File: config.mk
export PLATFORM = sky130hd
export DESIGN_NAME = wiring_enum_flat
export DESIGN_NICKNAME = d
export VERILOG_FILES = /design/src/rtl/wiring_enum_pkg.sv /design/src/rtl/wiring_enum_if.sv /design/src/rtl/wiring_enum_rule.sv /design/src/rtl/wiring_enum.sv /design/src/flat_wrapper.sv
export SDC_FILE = /design/constraint.sdc
export NUM_CORES = 1
export LEC_CHECK = 0
export BUFFER_PORTS_ARGS = -buffer_cell sky130_fd_sc_hd__buf_2
export CORE_MARGIN = 10
export CORE_UTILIZATION = 51
export CTS_CLUSTER_SIZE = 10
export DETAILED_ROUTE_END_ITERATION = 6
export PLACE_DENSITY_LB_ADDON = 0.05
export SYNTH_ARGS = -nofsm -noshare
export SYNTH_HDL_FRONTEND = slang
export SYNTH_SLANG_ARGS = --single-unit
File: constraint.sdc
create_clock -name clk -period 2.54 [get_ports clk]
set_clock_uncertainty 0.2 [all_clocks]
set_input_delay 0.635 -clock clk [delete_from_list [all_inputs] [get_ports clk]]
set_output_delay 0.635 -clock clk [all_outputs]
set_load 0.05 [all_outputs]
File: src/rtl/wiring_enum_pkg.sv
// -----------------------------------------------------------------------------
// cmt_wiring_pkg
// Shared types and helpers for the wiring-predicate enumerator.
//   wiring_state_t    : enumerator FSM states
//   wiring_tuple_t    : one streamed gate record, fields sized for the widest
//                       supported gate index (GATE_W); users truncate to LN_G
//   butterfly_partner : second input gate of a butterfly wiring, parametrised
//                       at the call site by ln_g
// -----------------------------------------------------------------------------
package cmt_wiring_pkg;

  localparam int unsigned GATE_W  = 16;  // widest supported gate index
  localparam int unsigned LAYER_W = 4;   // widest supported layer index

  typedef enum logic [1:0] {
    IDLE = 2'd0,
    RUN  = 2'd1,
    DONE = 2'd2
  } wiring_state_t;

  typedef struct packed {
    logic [GATE_W-1:0] gate;
    logic [GATE_W-1:0] in0;
    logic [GATE_W-1:0] in1;
    logic              isAdd;
    logic              isMul;
    logic              last;
  } wiring_tuple_t;

  // g XOR (1 << (layer mod ln_g)). The mod is a bounded chain of
  // compare/subtract steps so no divider is inferred.
  function automatic logic [GATE_W-1:0] butterfly_partner(
    input logic [GATE_W-1:0]  g,
    input logic [LAYER_W-1:0] layer,
    input int unsigned        ln_g
  );
    logic [LAYER_W-1:0] m;
    logic [GATE_W-1:0]  bit_sel;
    m = layer;
    for (int i = 0; i < (1 << LAYER_W); i++) begin
      if (32'(m) >= ln_g) m = m - LAYER_W'(ln_g);
    end
    bit_sel = GATE_W'(1) << m;
    return g ^ bit_sel;
  endfunction

endpackage

File: src/rtl/wiring_enum_if.sv
// -----------------------------------------------------------------------------
// wiring_enum_if
// Control and tuple-stream signals of the wiring enumerator.
//   start/startLayer      : enumeration request and layer number
//   busy/err/done         : status (err and done are one-cycle pulses)
//   outValid/outReady     : stream handshake
//   outGate/outIn0/outIn1 : gate index and its two input gates in layer L+1
//   outIsAdd/outIsMul     : gate type
//   outLast               : tuple is the last gate of the layer
// master = enumerator side, slave = requester/consumer side.
// -----------------------------------------------------------------------------
interface wiring_enum_if #(
  parameter int LN_G     = 3,
  parameter int LN_LAYER = 2
);
  logic                start;
  logic [LN_LAYER-1:0] startLayer;
  logic                busy;
  logic                err;
  logic                outValid;
  logic                outReady;
  logic [LN_G-1:0]     outGate;
  logic [LN_G-1:0]     outIn0;
  logic [LN_G-1:0]     outIn1;
  logic                outIsAdd;
  logic                outIsMul;
  logic                outLast;
  logic                done;

  modport master (
    input  start, startLayer, outReady,
    output busy, err, outValid, outGate, outIn0, outIn1,
           outIsAdd, outIsMul, outLast, done
  );

  modport slave (
    output start, startLayer, outReady,
    input  busy, err, outValid, outGate, outIn0, outIn1,
           outIsAdd, outIsMul, outLast, done
  );
endinterface

File: src/rtl/wiring_enum_rule.sv
// -----------------------------------------------------------------------------
// wiring_rule
// Combinational wiring predicate for one gate: (layer, gate) -> in0, in1, type.
//   layer  : layer index
//   gate   : gate index within the layer
//   in0    : first input gate  (= gate)
//   in1    : second input gate (butterfly partner)
//   is_add : additive gate
//   is_mul : multiplicative gate
// Macro WIRING_MUL_EN: when defined, odd layers are multiplicative; when
// undefined every layer is additive and no mul-type logic exists.
// -----------------------------------------------------------------------------
module wiring_rule
  import cmt_wiring_pkg::*;
#(
  parameter int LN_G     = 3,
  parameter int LN_LAYER = 2
) (
  input  logic [LN_LAYER-1:0] layer,
  input  logic [LN_G-1:0]     gate,
  output logic [LN_G-1:0]     in0,
  output logic [LN_G-1:0]     in1,
  output logic                is_add,
  output logic                is_mul
);

  assign in0 = gate;
  // Truncation drops any carry out of the LN_G-bit index space.
  assign in1 = LN_G'(butterfly_partner(GATE_W'(gate), LAYER_W'(layer), LN_G));

`ifdef WIRING_MUL_EN
  assign is_mul = layer[0];
  assign is_add = ~layer[0];
`else
  assign is_add = 1'b1;
  assign is_mul = 1'b0;
`endif

endmodule

File: src/rtl/wiring_enum.sv
// -----------------------------------------------------------------------------
// wiring_enum
// Streams every gate of a requested layer as {gate, in0, in1, type, last}
// over a valid/ready handshake, one tuple per cycle when not back-pressured.
//   clk   : rising-edge clock
//   rst_n : synchronous active-low reset
//   bus   : wiring_enum_if master port (request, status and tuple stream)
// Macro WIRING_MUL_EN selects odd layers as multiplicative (see wiring_rule).
//
// state | meaning
// IDLE  | waiting for start; illegal layer pulses err
// RUN   | presenting tuples; counter advances on each handshake
// DONE  | done pulse for one cycle, then back to IDLE
// -----------------------------------------------------------------------------
module wiring_enum
  import cmt_wiring_pkg::*;
#(
  parameter int NUM_LAYERS = 4,
  parameter int LN_G       = 3,
  parameter int LN_LAYER   = $clog2(NUM_LAYERS)
) (
  input  logic          clk,
  input  logic          rst_n,
  wiring_enum_if.master bus
);

  localparam int G = 1 << LN_G;
  localparam logic [LN_LAYER-1:0] LAST_LAYER = LN_LAYER'(NUM_LAYERS - 1);

  wiring_state_t       state_q, state_d;
  logic [LN_G-1:0]     cnt_q, cnt_d;
  logic [LN_LAYER-1:0] layer_q, layer_d;
  wiring_tuple_t       tuple_q, tuple_d;
  logic                valid_q, valid_d;
  logic                busy_q, busy_d;
  logic                err_q, err_d;
  logic                done_q, done_d;

  logic [LN_LAYER-1:0] rule_layer;
  logic [LN_G-1:0]     rule_gate;
  logic [LN_G-1:0]     rule_in0, rule_in1;
  logic                rule_add, rule_mul;
  wiring_tuple_t       rule_tuple;

  // The rule looks at the gate that will be presented next, so its result
  // can be registered straight into the output tuple.
  always_comb begin
    rule_layer = layer_q;
    rule_gate  = cnt_q + LN_G'(1);
    if (state_q == IDLE) begin
      rule_layer = bus.startLayer;
      rule_gate  = '0;
    end
  end

  wiring_rule #(
    .LN_G     (LN_G),
    .LN_LAYER (LN_LAYER)
  ) u_rule (
    .layer  (rule_layer),
    .gate   (rule_gate),
    .in0    (rule_in0),
    .in1    (rule_in1),
    .is_add (rule_add),
    .is_mul (rule_mul)
  );

  always_comb begin
    rule_tuple       = '0;
    rule_tuple.gate  = GATE_W'(rule_gate);
    rule_tuple.in0   = GATE_W'(rule_in0);
    rule_tuple.in1   = GATE_W'(rule_in1);
    rule_tuple.isAdd = rule_add;
    rule_tuple.isMul = rule_mul;
    rule_tuple.last  = (rule_gate == LN_G'(G - 1));
  end

  always_comb begin
    state_d = state_q;
    cnt_d   = cnt_q;
    layer_d = layer_q;
    tuple_d = tuple_q;
    valid_d = valid_q;
    busy_d  = busy_q;
    err_d   = 1'b0;
    done_d  = 1'b0;
    unique case (state_q)
      IDLE: begin
        if (bus.start) begin
          if (bus.startLayer < LAST_LAYER) begin
            state_d = RUN;
            layer_d = bus.startLayer;
            cnt_d   = '0;
            tuple_d = rule_tuple;
            valid_d = 1'b1;
            busy_d  = 1'b1;
          end else begin
            err_d = 1'b1;
          end
        end
      end
      RUN: begin
        if (bus.outReady) begin
          if (tuple_q.last) begin
            state_d = DONE;
            tuple_d = '0;
            valid_d = 1'b0;
            busy_d  = 1'b0;
            done_d  = 1'b1;
          end else begin
            cnt_d   = cnt_q + LN_G'(1);
            tuple_d = rule_tuple;
          end
        end
      end
      DONE: begin
        state_d = IDLE;
      end
      default: begin
        state_d = IDLE;
      end
    endcase
  end

  always_ff @(posedge clk) begin
    if (!rst_n) begin
      state_q <= IDLE;
      cnt_q   <= '0;
      layer_q <= '0;
      tuple_q <= '0;
      valid_q <= 1'b0;
      busy_q  <= 1'b0;
      err_q   <= 1'b0;
      done_q  <= 1'b0;
    end else begin
      state_q <= state_d;
      cnt_q   <= cnt_d;
      layer_q <= layer_d;
      tuple_q <= tuple_d;
      valid_q <= valid_d;
      busy_q  <= busy_d;
      err_q   <= err_d;
      done_q  <= done_d;
    end
  end

  assign bus.outValid = valid_q;
  assign bus.busy     = busy_q;
  assign bus.err      = err_q;
  assign bus.done     = done_q;
  assign bus.outGate  = LN_G'(tuple_q.gate);
  assign bus.outIn0   = LN_G'(tuple_q.in0);
  assign bus.outIn1   = LN_G'(tuple_q.in1);
  assign bus.outIsAdd = tuple_q.isAdd;
  assign bus.outIsMul = tuple_q.isMul;
  assign bus.outLast  = tuple_q.last;

endmodule

File: src/flat_wrapper.sv
// flat-port wrapper written by rule: the top's interface ports become plain ports
module wiring_enum_flat import cmt_wiring_pkg::*;
#(
  parameter int NUM_LAYERS = 4,
  parameter int LN_G       = 3,
  parameter int LN_LAYER   = $clog2(NUM_LAYERS)
)
  (clk, rst_n, bus_start, bus_startLayer, bus_outReady, bus_busy, bus_err, bus_outValid, bus_outGate, bus_outIn0, bus_outIn1, bus_outIsAdd, bus_outIsMul, bus_outLast, bus_done);
  wiring_enum_if #(.LN_G(LN_G), .LN_LAYER(LN_LAYER)) bus_i ();
  input  logic clk;
  input  logic rst_n;
  input wire logic [$bits(bus_i.start)-1:0] bus_start;
  input wire logic [$bits(bus_i.startLayer)-1:0] bus_startLayer;
  input wire logic [$bits(bus_i.outReady)-1:0] bus_outReady;
  output wire logic [$bits(bus_i.busy)-1:0] bus_busy;
  output wire logic [$bits(bus_i.err)-1:0] bus_err;
  output wire logic [$bits(bus_i.outValid)-1:0] bus_outValid;
  output wire logic [$bits(bus_i.outGate)-1:0] bus_outGate;
  output wire logic [$bits(bus_i.outIn0)-1:0] bus_outIn0;
  output wire logic [$bits(bus_i.outIn1)-1:0] bus_outIn1;
  output wire logic [$bits(bus_i.outIsAdd)-1:0] bus_outIsAdd;
  output wire logic [$bits(bus_i.outIsMul)-1:0] bus_outIsMul;
  output wire logic [$bits(bus_i.outLast)-1:0] bus_outLast;
  output wire logic [$bits(bus_i.done)-1:0] bus_done;
  assign bus_i.start = bus_start;
  assign bus_i.startLayer = bus_startLayer;
  assign bus_i.outReady = bus_outReady;
  assign bus_busy = bus_i.busy;
  assign bus_err = bus_i.err;
  assign bus_outValid = bus_i.outValid;
  assign bus_outGate = bus_i.outGate;
  assign bus_outIn0 = bus_i.outIn0;
  assign bus_outIn1 = bus_i.outIn1;
  assign bus_outIsAdd = bus_i.outIsAdd;
  assign bus_outIsMul = bus_i.outIsMul;
  assign bus_outLast = bus_i.outLast;
  assign bus_done = bus_i.done;
  wiring_enum #(.NUM_LAYERS(NUM_LAYERS), .LN_G(LN_G), .LN_LAYER(LN_LAYER)) u_core (.clk(clk), .rst_n(rst_n), .bus(bus_i));
endmodule
==> flow_summary.ini, run 1 <==
[status]
status = completed

[finish]
drive_above_1_share = 0.2459
final_util = 0.6103
final_nets = 132
multi_input_area_sq_um = 480.5
syn2layout_area_growth_pct = 14.74
antennaDiodeCount = 0
final-seq-area_sq_um = 360.3
final.fill_count = 164
fin_cells = 147

[power_and_ir_drop]
p_leak_nw = 0.4727
power_per_cell_area_nw_per_um2 = 579.7
irDropWorstVdd_mv = 0.3280
total_power_mw = 0.6042

[grt]
antenna_found_initial = 0
grt_usage = 0.1035
grt_pass1_vias = 735
grt_max_degree = 26
grt.overflow.total = 0
grt_pass1_wl_um = 3456

[routing]
drc_errors = 0
wl_um = 2008
drtPass1Iterations = 4
vias = 782
vias_per_cell = 5.320
wire_per_inst_um = 13.66
drt_iter0_markers = 14
drtAntennaViolNets = 0

[placement]
place_inst = 143
hpwl_um = 1496
port_buffers = 20
place.gp.congestion = 0.7526

[yosys]
async_flop_share = 0
synth_most_common_cell = dfxtp_1
synth_seq_area_share = 0.3967
synth_area_sq_um = 908.4
ys_types = 33
synth_cells = 105
ys_top_cells_by_area = dfxtp_1, a21oi_1, mux2i_1, buf_4, ha_1
synth_top_area_cell = dfxtp_1
synth_commonest_cells = dfxtp_1, a21oi_1, nand2_1, nor2_1, o21ai_1
yosysTopAreaCellShare = 0.3967
ys_ff_latch = 18
synth_edf_count = 0
avgSynthCellArea_sq_um = 8.651
synth_warnings = 0
synthFlopType = dfxtp_1
synth_nets = 114

[die]
die_area_sq_um = 3869
rows = 15
core_area_sq_um = 1708
die_w_um = 62.21
floorplan.initialDensity = 0.5319
die_h_um = 62.21
io_pins = 22

[worst_setup_path]
worstPathCellList = nor2_2, mux2i_1, inv_1, ha_1, and2_1, o21a_1, or4_1, a21oi_1
critPathTopFamily = simple AND/OR/NAND/NOR gates
cp-start-kind = flip-flop
cp.arrival_ns = 2.16
endpoint_kind = flip-flop
critPathKind = flip-flop to flip-flop
cp_num_buf_inv = 1
slowest_stage = or4_1
required_ns = 2.56
worstPathMaxFanout = 2
max_stage_delay_ns = 0.46

[hold_path]
min_path_type = flip-flop to flip-flop

[timing]
maxSlewViolCount = 0
worstMarginPinSlew_ns = 0.8614
min_period_ns = 2.142
slew-limit-headroom = 0.4245
tns_ns = 0
fmax_ghz = 0.4668
setup_violations = 0
whs_ns = 0.2930
rsz0062_at_grt = no
hold_violations = 0
post-route-period-util = 0.8435

[clock_network]
htreeDepth = 1
root_buffer = clkbuf_4
cts_buffers = 3
path_clk_slew_ns = 0.10
clock_path_buffers = 2
cts-hold-fix-buffers = 0
cts_resized = 0
clk_latency_ns = 0.28
post_cts_buffers = 0
tritoncts = done
clock-sinks = 18

[job]
max-cap-violations = 0
==> sequential cells by signal (all words and copies together), names as in the netlist <==
name and flops:
u_core.bus.outIn0 3, u_core.bus.outIn1 3, u_core.cnt_q 3, u_core.layer_q 2, u_core.state_q 2, u_core.bus.done 1
u_core.bus.err 1, u_core.bus.outIsAdd 1, u_core.bus.outLast 1, u_core.bus.outValid 1
==> tightest hold or removal path, delay by kind of cell, from the launching register on <==
kind | cells | cell delay [ns]
flip-flops | 1 | 0.32
AO/OA/AOI/OAI | 2 | 0.13
==> metrics by stage <==
stage / area (sq um) / setup slack (ns)
after floorplan: 908.4 / 0.3639
after global placement: 1006 / 0.2020
after detailed placement: 1006 / 0.1605
after CTS: 1042 / 0.3834
after global routing: 1042 / 0.1978
final: 1042 / 0.3976
==> path summary, 6_finish.rpt <==
path | start | to | slack [ns] | cells past startpoint
worst max-delay path | u_core.state_q[0] | u_core.bus.outIn1[1] | 0.40 | 8
worst min-delay path | u_core.bus.outIn1[1] | u_core.bus.outIn1[1] | 0.29 | 2
worst max register to register | u_core.state_q[0] | u_core.bus.outIn1[1] | 0.40 | 8
worst min register to register | u_core.bus.outIn1[1] | u_core.bus.outIn1[1] | 0.29 | 2
==> power breakdown <==
part	internal, mW	switching, mW	leakage (nW)
logic	0.0414	0.0906	0.305
registers	0.294	0.00701	0.147
clock network	0.0871	0.0837	0.0210
total	0.423	0.181	0.473
==> final cells by class <==
class | instances | area share
Multi-Input combinational cell | 74 | 0.4610
Sequential cell | 18 | 0.3457
Timing Repair Buffer | 23 | 0.1176
Clock buffer | 4 | 0.03481
Tap cell | 25 | 0.03001
Inverter | 3 | 0.01080
==> metal layers <==
metal / vias to the layer above / track usage / wire length (um)
li1: 408 / - / -
met1: 354 / 0.1366 / 1000
met2: 18 / 0.1577 / 880
met3: 2 / 0.03226 / 119
met4: 0 / 0.02571 / 8
met5: - / 0 / 0
==> cell usage in the layout, fill, tap and decap left out, types with 4 or more instances in the layout <==
master	netlist	final
o211ai_1	4	4
o21ai_1	7	7
a21oi_1	11	11
nand2_1	7	7
nor2_1	7	7
o21a_1	4	4
buf_2	0	20
dfxtp_1	18	18
mux2i_1	4	4
==> logic make-up (layout without fill, tap and decap cells) <==
logic type,count (synthesis),count (layout),synth area share
simple gates,30,30,0.1873
buf+inv,13,30,0.07439
mux,4,4,0.04408
fa+ha+maj,3,3,0.04133
xor+xnor,1,1,0.009644
flops,18,18,0.3967
other cells,1,1,0.004128
compound gates,35,35,0.2424
No activity file was read; power rests on OpenSTA's default activity.
==> run 2: changes to the inputs <==
==> constraint.sdc (replaced) <==
create_clock -name clk -period 2.18 [get_ports clk]
set_clock_uncertainty 0.2 [all_clocks]
set_input_delay 0.545 -clock clk [delete_from_list [all_inputs] [get_ports clk]]
set_output_delay 0.545 -clock clk [all_outputs]
set_load 0.05 [all_outputs]
==> run 2 against run 1 <==
Against the previous run:
- cell area grew 6.1%
- worst hold slack improved by 0.0011 ns
- critical endpoint unchanged
- total power is 21% higher
- non-clock buffer count rose by 4
- final cell count up 2.7%
- via count up 5.0%
- highest routed layer unchanged
- critical path depth did not move
- sequential power increased by 17%
- register-to-register slack worse by 0.30 ns
- die area unchanged
- utilization increased by 3.7 points
- first-iteration DRC count is 7.1% higher
==> flow_summary.ini, run 2 (synthesis gave the netlist of run 1 again) <==
[status]
status = completed

[power_and_ir_drop]
p_clk_frac = 0.277
p_leak_nw = 0.4926
swShare = 0.3042
total_power_mw = 0.7289
p_int_mw = 0.5071
power_frac_comb = 0.240
switchingPower_mw = 0.2217
power_per_cell_area_nw_per_um2 = 659.0
p_seq_frac = 0.483
irDropWorstVdd_mv = 0.3821

[placement]
place.gp.congestion = 0.7581
hpwl_um = 1564
port_buffers = 20

[timing]
slew-limit-headroom = 0.6497
rsz0062_at_grt = yes
setup_violations = 0
post-route-period-util = 0.9530
maxSlewViolCount = 0
worstMarginPinSlew_ns = 0.5249
min_period_ns = 2.077
whs_ns = 0.2940
hold_violations = 0
fmax_ghz = 0.4814

[clock_network]
clock_path_buffers = 2
path_clk_slew_ns = 0.10
clk_latency_ns = 0.29
root_buffer = clkbuf_4
tritoncts = done
cts-hold-fix-buffers = 0
cts_buffers = 3
clock-sinks = 18
htreeDepth = 1

[die]
die_h_um = 62.21
core_area_sq_um = 1708
rows = 15
floorplan.initialDensity = 0.5319
die_w_um = 62.21
io_pins = 22
die_area_sq_um = 3869

[finish]
multi_input_area_sq_um = 513.0
final_cell_mix = buf_2, dfxtp_1, a21oi_1, o21ai_1
drive_above_1_share = 0.3333
final-seq-area_sq_um = 361.6
final.fill_count = 160
final_common_cell = buf_2
final_nets = 136
final_util = 0.6476
antennaDiodeCount = 0
syn2layout_area_growth_pct = 21.76

[grt]
grt_use_met1 = 0.1345
grtUsageMet2 = 0.1667
grt_max_degree = 26
grt_usage = 0.1079
busiest_layer = met2
antenna_found_initial = 0
grt_pass1_wl_um = 3574
grt_pass1_vias = 795
grt.overflow.total = 0
use_met3 = 0.03405

[worst_setup_path]
worstPathMaxFanout = 2
endpoint_kind = flip-flop
cp-start-kind = flip-flop
critPathKind = flip-flop to flip-flop
cp.arrival_ns = 2.10
required_ns = 2.21

[routing]
drt_iter0_markers = 15
wl_um = 2089
wire_per_inst_um = 13.83
drtPass1Iterations = 4
vias_per_cell = 5.437
drtAntennaViolNets = 0
drc_errors = 0
vias = 821

[job]
max-cap-violations = 0

[hold_path]
min_path_type = flip-flop to flip-flop
[run 2: cell count changes in the layout (fill, tap and decap cells not counted), sizes merged]
| cell | previous run | this run |
|---|---|---|
| buf | 23 | 27 |
[run 2: final cells by class]
cell class | instances | area share
sequential | 18 | 0.3269
multi-input combinational | 74 | 0.4638
timing repair buffer | 27 | 0.1380
tap | 25 | 0.02828
clock buffer | 4 | 0.03281
inverter | 3 | 0.01018
[run 2: worst paths after layout]
check / start / end / slack (ns) / depth (start not counted)
worst max-delay path: u_core.state_q[1] / u_core.bus.outIn1[1] / 0.10 / 8
worst min register to register: u_core.bus.outIn1[2] / u_core.bus.outIn1[2] / 0.29 / 2
worst min-delay path: u_core.bus.outIn1[2] / u_core.bus.outIn1[2] / 0.29 / 2
worst max register to register: u_core.state_q[1] / u_core.bus.outIn1[1] / 0.10 / 8
[run 2: critical path, cell delays in order (launching register included)]
cell     delay [ns]
dfxtp_2        0.35
nor2_4         0.12
mux2i_2        0.24
inv_1          0.07
ha_2           0.19
and2_4         0.15
o21a_1         0.16
or4_4          0.41
a21oi_2        0.13
[run 2: metal layers]
layer,up-vias,part of all wire
met5,-,0
met4,0,0.0081
met3,2,0.058
met2,19,0.47
met1,383,0.46
li1,417,-
[run 2: through the flow]
step	TNS, ns	setup WS [ns]	area, sq um	std cells
final	0	0.1025	1106	151
after global routing	-0.001592	-0.001592	1106	151
after CTS	0	0.03540	1065	150
after detailed placement	-0.1003	-0.1003	1028	146
after global placement	-0.05118	-0.05118	1028	146
after floorplan	0	0.003892	908.4	105
[run 2: power groups by stage]
stage / Combinational (mW) / Clock [mW] / Sequential (mW)
floorplan: 0.0881 / 0 / 0.392
CTS: 0.163 / 0.210 / 0.351
global route: 0.190 / 0.228 / 0.354
global placement: 0.161 / 0 / 0.358
detailed placement: 0.163 / 0 / 0.359
finish: 0.175 / 0.202 / 0.352
[run 2: what timing repair did]
action                     CTS  global route
resized for setup            0            10
setup buffers                0             1
setup endpoints to repair    0             2
==> run 3: changes to the inputs <==
--- a/config.mk
+++ b/config.mk
@@ -7,10 +7,11 @@
 export LEC_CHECK = 0
 export BUFFER_PORTS_ARGS = -buffer_cell sky130_fd_sc_hd__buf_2
 export CORE_MARGIN = 10
-export CORE_UTILIZATION = 51
+export CORE_UTILIZATION = 52
 export CTS_CLUSTER_SIZE = 10
 export DETAILED_ROUTE_END_ITERATION = 6
 export PLACE_DENSITY_LB_ADDON = 0.05
 export SYNTH_ARGS = -nofsm -noshare
 export SYNTH_HDL_FRONTEND = slang
+export SYNTH_HIERARCHICAL = 1
 export SYNTH_SLANG_ARGS = --single-unit
==> run 3 against run 2 <==
Against the previous run:
- critical path depth is 1 lower
- synthesized cell count is 16% higher
- total power is 4.6% higher
- utilization is 4.5 points lower
- sequential share of layout area is 5.4 points higher
- global-route usage is 0.095 points higher
- worst hold slack worse by 0.040 ns
- combinational power is 9% lower
- sequential power is 22% higher
- register-to-register slack better by 0.09 ns
- die area is 7.9% higher
- final cell count is 9.3% higher
- critical path type unchanged
- largest cell class unchanged
- highest routed layer unchanged
==> flow_summary.ini, run 3 <==
[finish]
final_cell_area_sq_um = 1157
drive_above_1_share = 0.2246
syn2layout_area_growth_pct = 11.85
fin_cells = 165
antennaDiodeCount = 0
multi_input_area_sq_um = 514.2
final_nets = 149
final_common_cell = dfxtp_1
final_cell_mix = dfxtp_1, buf_2, nand2_1
final-seq-area_sq_um = 440.4
final.fill_count = 188
final_util = 0.6022

[power_and_ir_drop]
irDropWorstVdd_mv = 0.4214
power_per_cell_area_nw_per_um2 = 658.6
p_leak_nw = 0.5087
total_power_mw = 0.7622

[placement]
place_ws_ns = 0.1086
port_buffers = 21
place_inst = 162
place_area_sq_um = 1130
hpwl_um = 1657
place.gp.congestion = 0.7866

[die]
io_pins = 22
floorplan.initialDensity = 0.5384
die_h_um = 64.61
rows = 16
die_area_sq_um = 4174
core_area_sq_um = 1922
die_w_um = 64.61

[routing]
drtPass1Iterations = 4
drtAntennaViolNets = 0
wl_um = 2147
drc_errors = 0
drt_iter0_markers = 24
wire_per_inst_um = 13.01
vias = 862
vias_per_cell = 5.224

[clock_network]
tritoncts = done
cts_resized = 0
root_buffer = clkbuf_4
post_cts_buffers = 0
clk_latency_ns = 0.29
clock-sinks = 22
cts_buffers = 3
cts-hold-fix-buffers = 0
htreeDepth = 1
clock_path_buffers = 2
path_clk_slew_ns = 0.11

[worst_setup_path]
cp-start-kind = flip-flop
cp.arrival_ns = 1.94
worstPathCellList = nor2_4, mux2_2, inv_1, ha_1, xor2_1, nand4_1, o21ai_1
endpoint_kind = flip-flop
max_stage_delay_ns = 0.41
reg2regPathDepth = 7
required_ns = 2.14
critPathKind = flip-flop to flip-flop
slowest_stage = dfxtp_1
worstPathMaxFanout = 8

[yosys]
async_flop_share = 0
ys_types = 32
synth_warnings = 6
ys_ff_latch = 22
synth_most_common_cell = dfxtp_1
synth_commonest_cells = dfxtp_1, nand2_1
synth_seq_area_share = 0.4256
synth_cells = 122
ys_top_cells_by_area = dfxtp_1, nand2_1, nand4_1, buf_4, a21oi_1
synth_nets = 131
yosysTopAreaCellShare = 0.4256
synthFlopType = dfxtp_1
synth_area_sq_um = 1035
synth_edf_count = 0
avgSynthCellArea_sq_um = 8.481
synth_top_area_cell = dfxtp_1

[grt]
grt_max_degree = 14
grt_pass1_vias = 867
grt_usage = 0.1089
grt.overflow.total = 0
grt_pass1_wl_um = 3822
antenna_found_initial = 0

[timing]
maxSlewViolCount = 0
worst_slack_ns = 0.1934
slew-limit-headroom = 0.5133
rsz0062_at_grt = no
setup_violations = 0
whs_ns = 0.2543
tns_ns = 0
post-route-period-util = 0.9113
hold_violations = 0
fmax_ghz = 0.5034
worstMarginPinSlew_ns = 0.7274
min_period_ns = 1.987

[status]
status = completed

[hold_path]
min_path_type = flip-flop to flip-flop
hold_depth = 2

[job]
max-cap-violations = 0
[run 3: cell type report]
class | instances | area share
clock buffer | 3 | 0.01946
inverter | 5 | 0.01622
multi-input combinational | 84 | 0.4443
sequential | 22 | 0.3805
tap | 27 | 0.02919
timing repair buffer | 24 | 0.1103
[run 3: final timing paths]
| kind | start | to | slack, ns |
|---|---|---|---|
| min | u_core/bus.outIn0[1] | u_core/bus.outIn0[1] | 0.25 |
| min reg2reg | u_core/bus.outIn0[1] | u_core/bus.outIn0[1] | 0.25 |
| max reg2reg | u_core/state_q[0] | u_core/bus.outIn1[0] | 0.19 |
| max | u_core/state_q[0] | u_core/bus.outIn1[0] | 0.19 |
[run 3: power by group]
group          leakage, nW  total [mW]  internal [mW]  switching (mW)
sequential           0.179       0.431          0.419          0.0114
combinational        0.316       0.160         0.0469           0.113
clock               0.0138       0.171         0.0641           0.107
[run 3: cells by family (layout without fill, tap and decap cells)]
logic type               count (synthesis)  in the layout  share of synthesized area
buffers and inverters                   16             32                    0.08221
AND/OR/NAND/NOR                         42             42                     0.2165
XOR/XNOR                                 4              4                    0.03386
other                                    2              2                   0.007258
multiplexers                             4              4                    0.04111
flip-flops                              22             22                     0.4256
AO/OA/AOI/OAI                           29             29                     0.1572
adder cells (fa/ha/maj)                  3              3                    0.03628
[run 3: worst max-delay path, delay by kind of cell, from the launching register on]
kind	cells	cell delay (ns)
flip-flops	1	0.41
multiplexers	1	0.38
AND/OR/NAND/NOR	2	0.32
adder cells (fa/ha/maj)	1	0.24
XOR/XNOR	1	0.17
AO/OA/AOI/OAI	1	0.07
buffers and inverters	1	0.06
[run 3: layer usage]
layer | vias up | global-route usage | share of wire | wire, um
met5 | - | 0 | 0 | 0
met3 | 2 | 0.03436 | 0.056 | 121
met4 | 0 | 0.04011 | 0.0075 | 16
li1 | 453 | - | - | -
met1 | 394 | 0.1269 | 0.46 | 986
met2 | 13 | 0.1823 | 0.48 | 1023
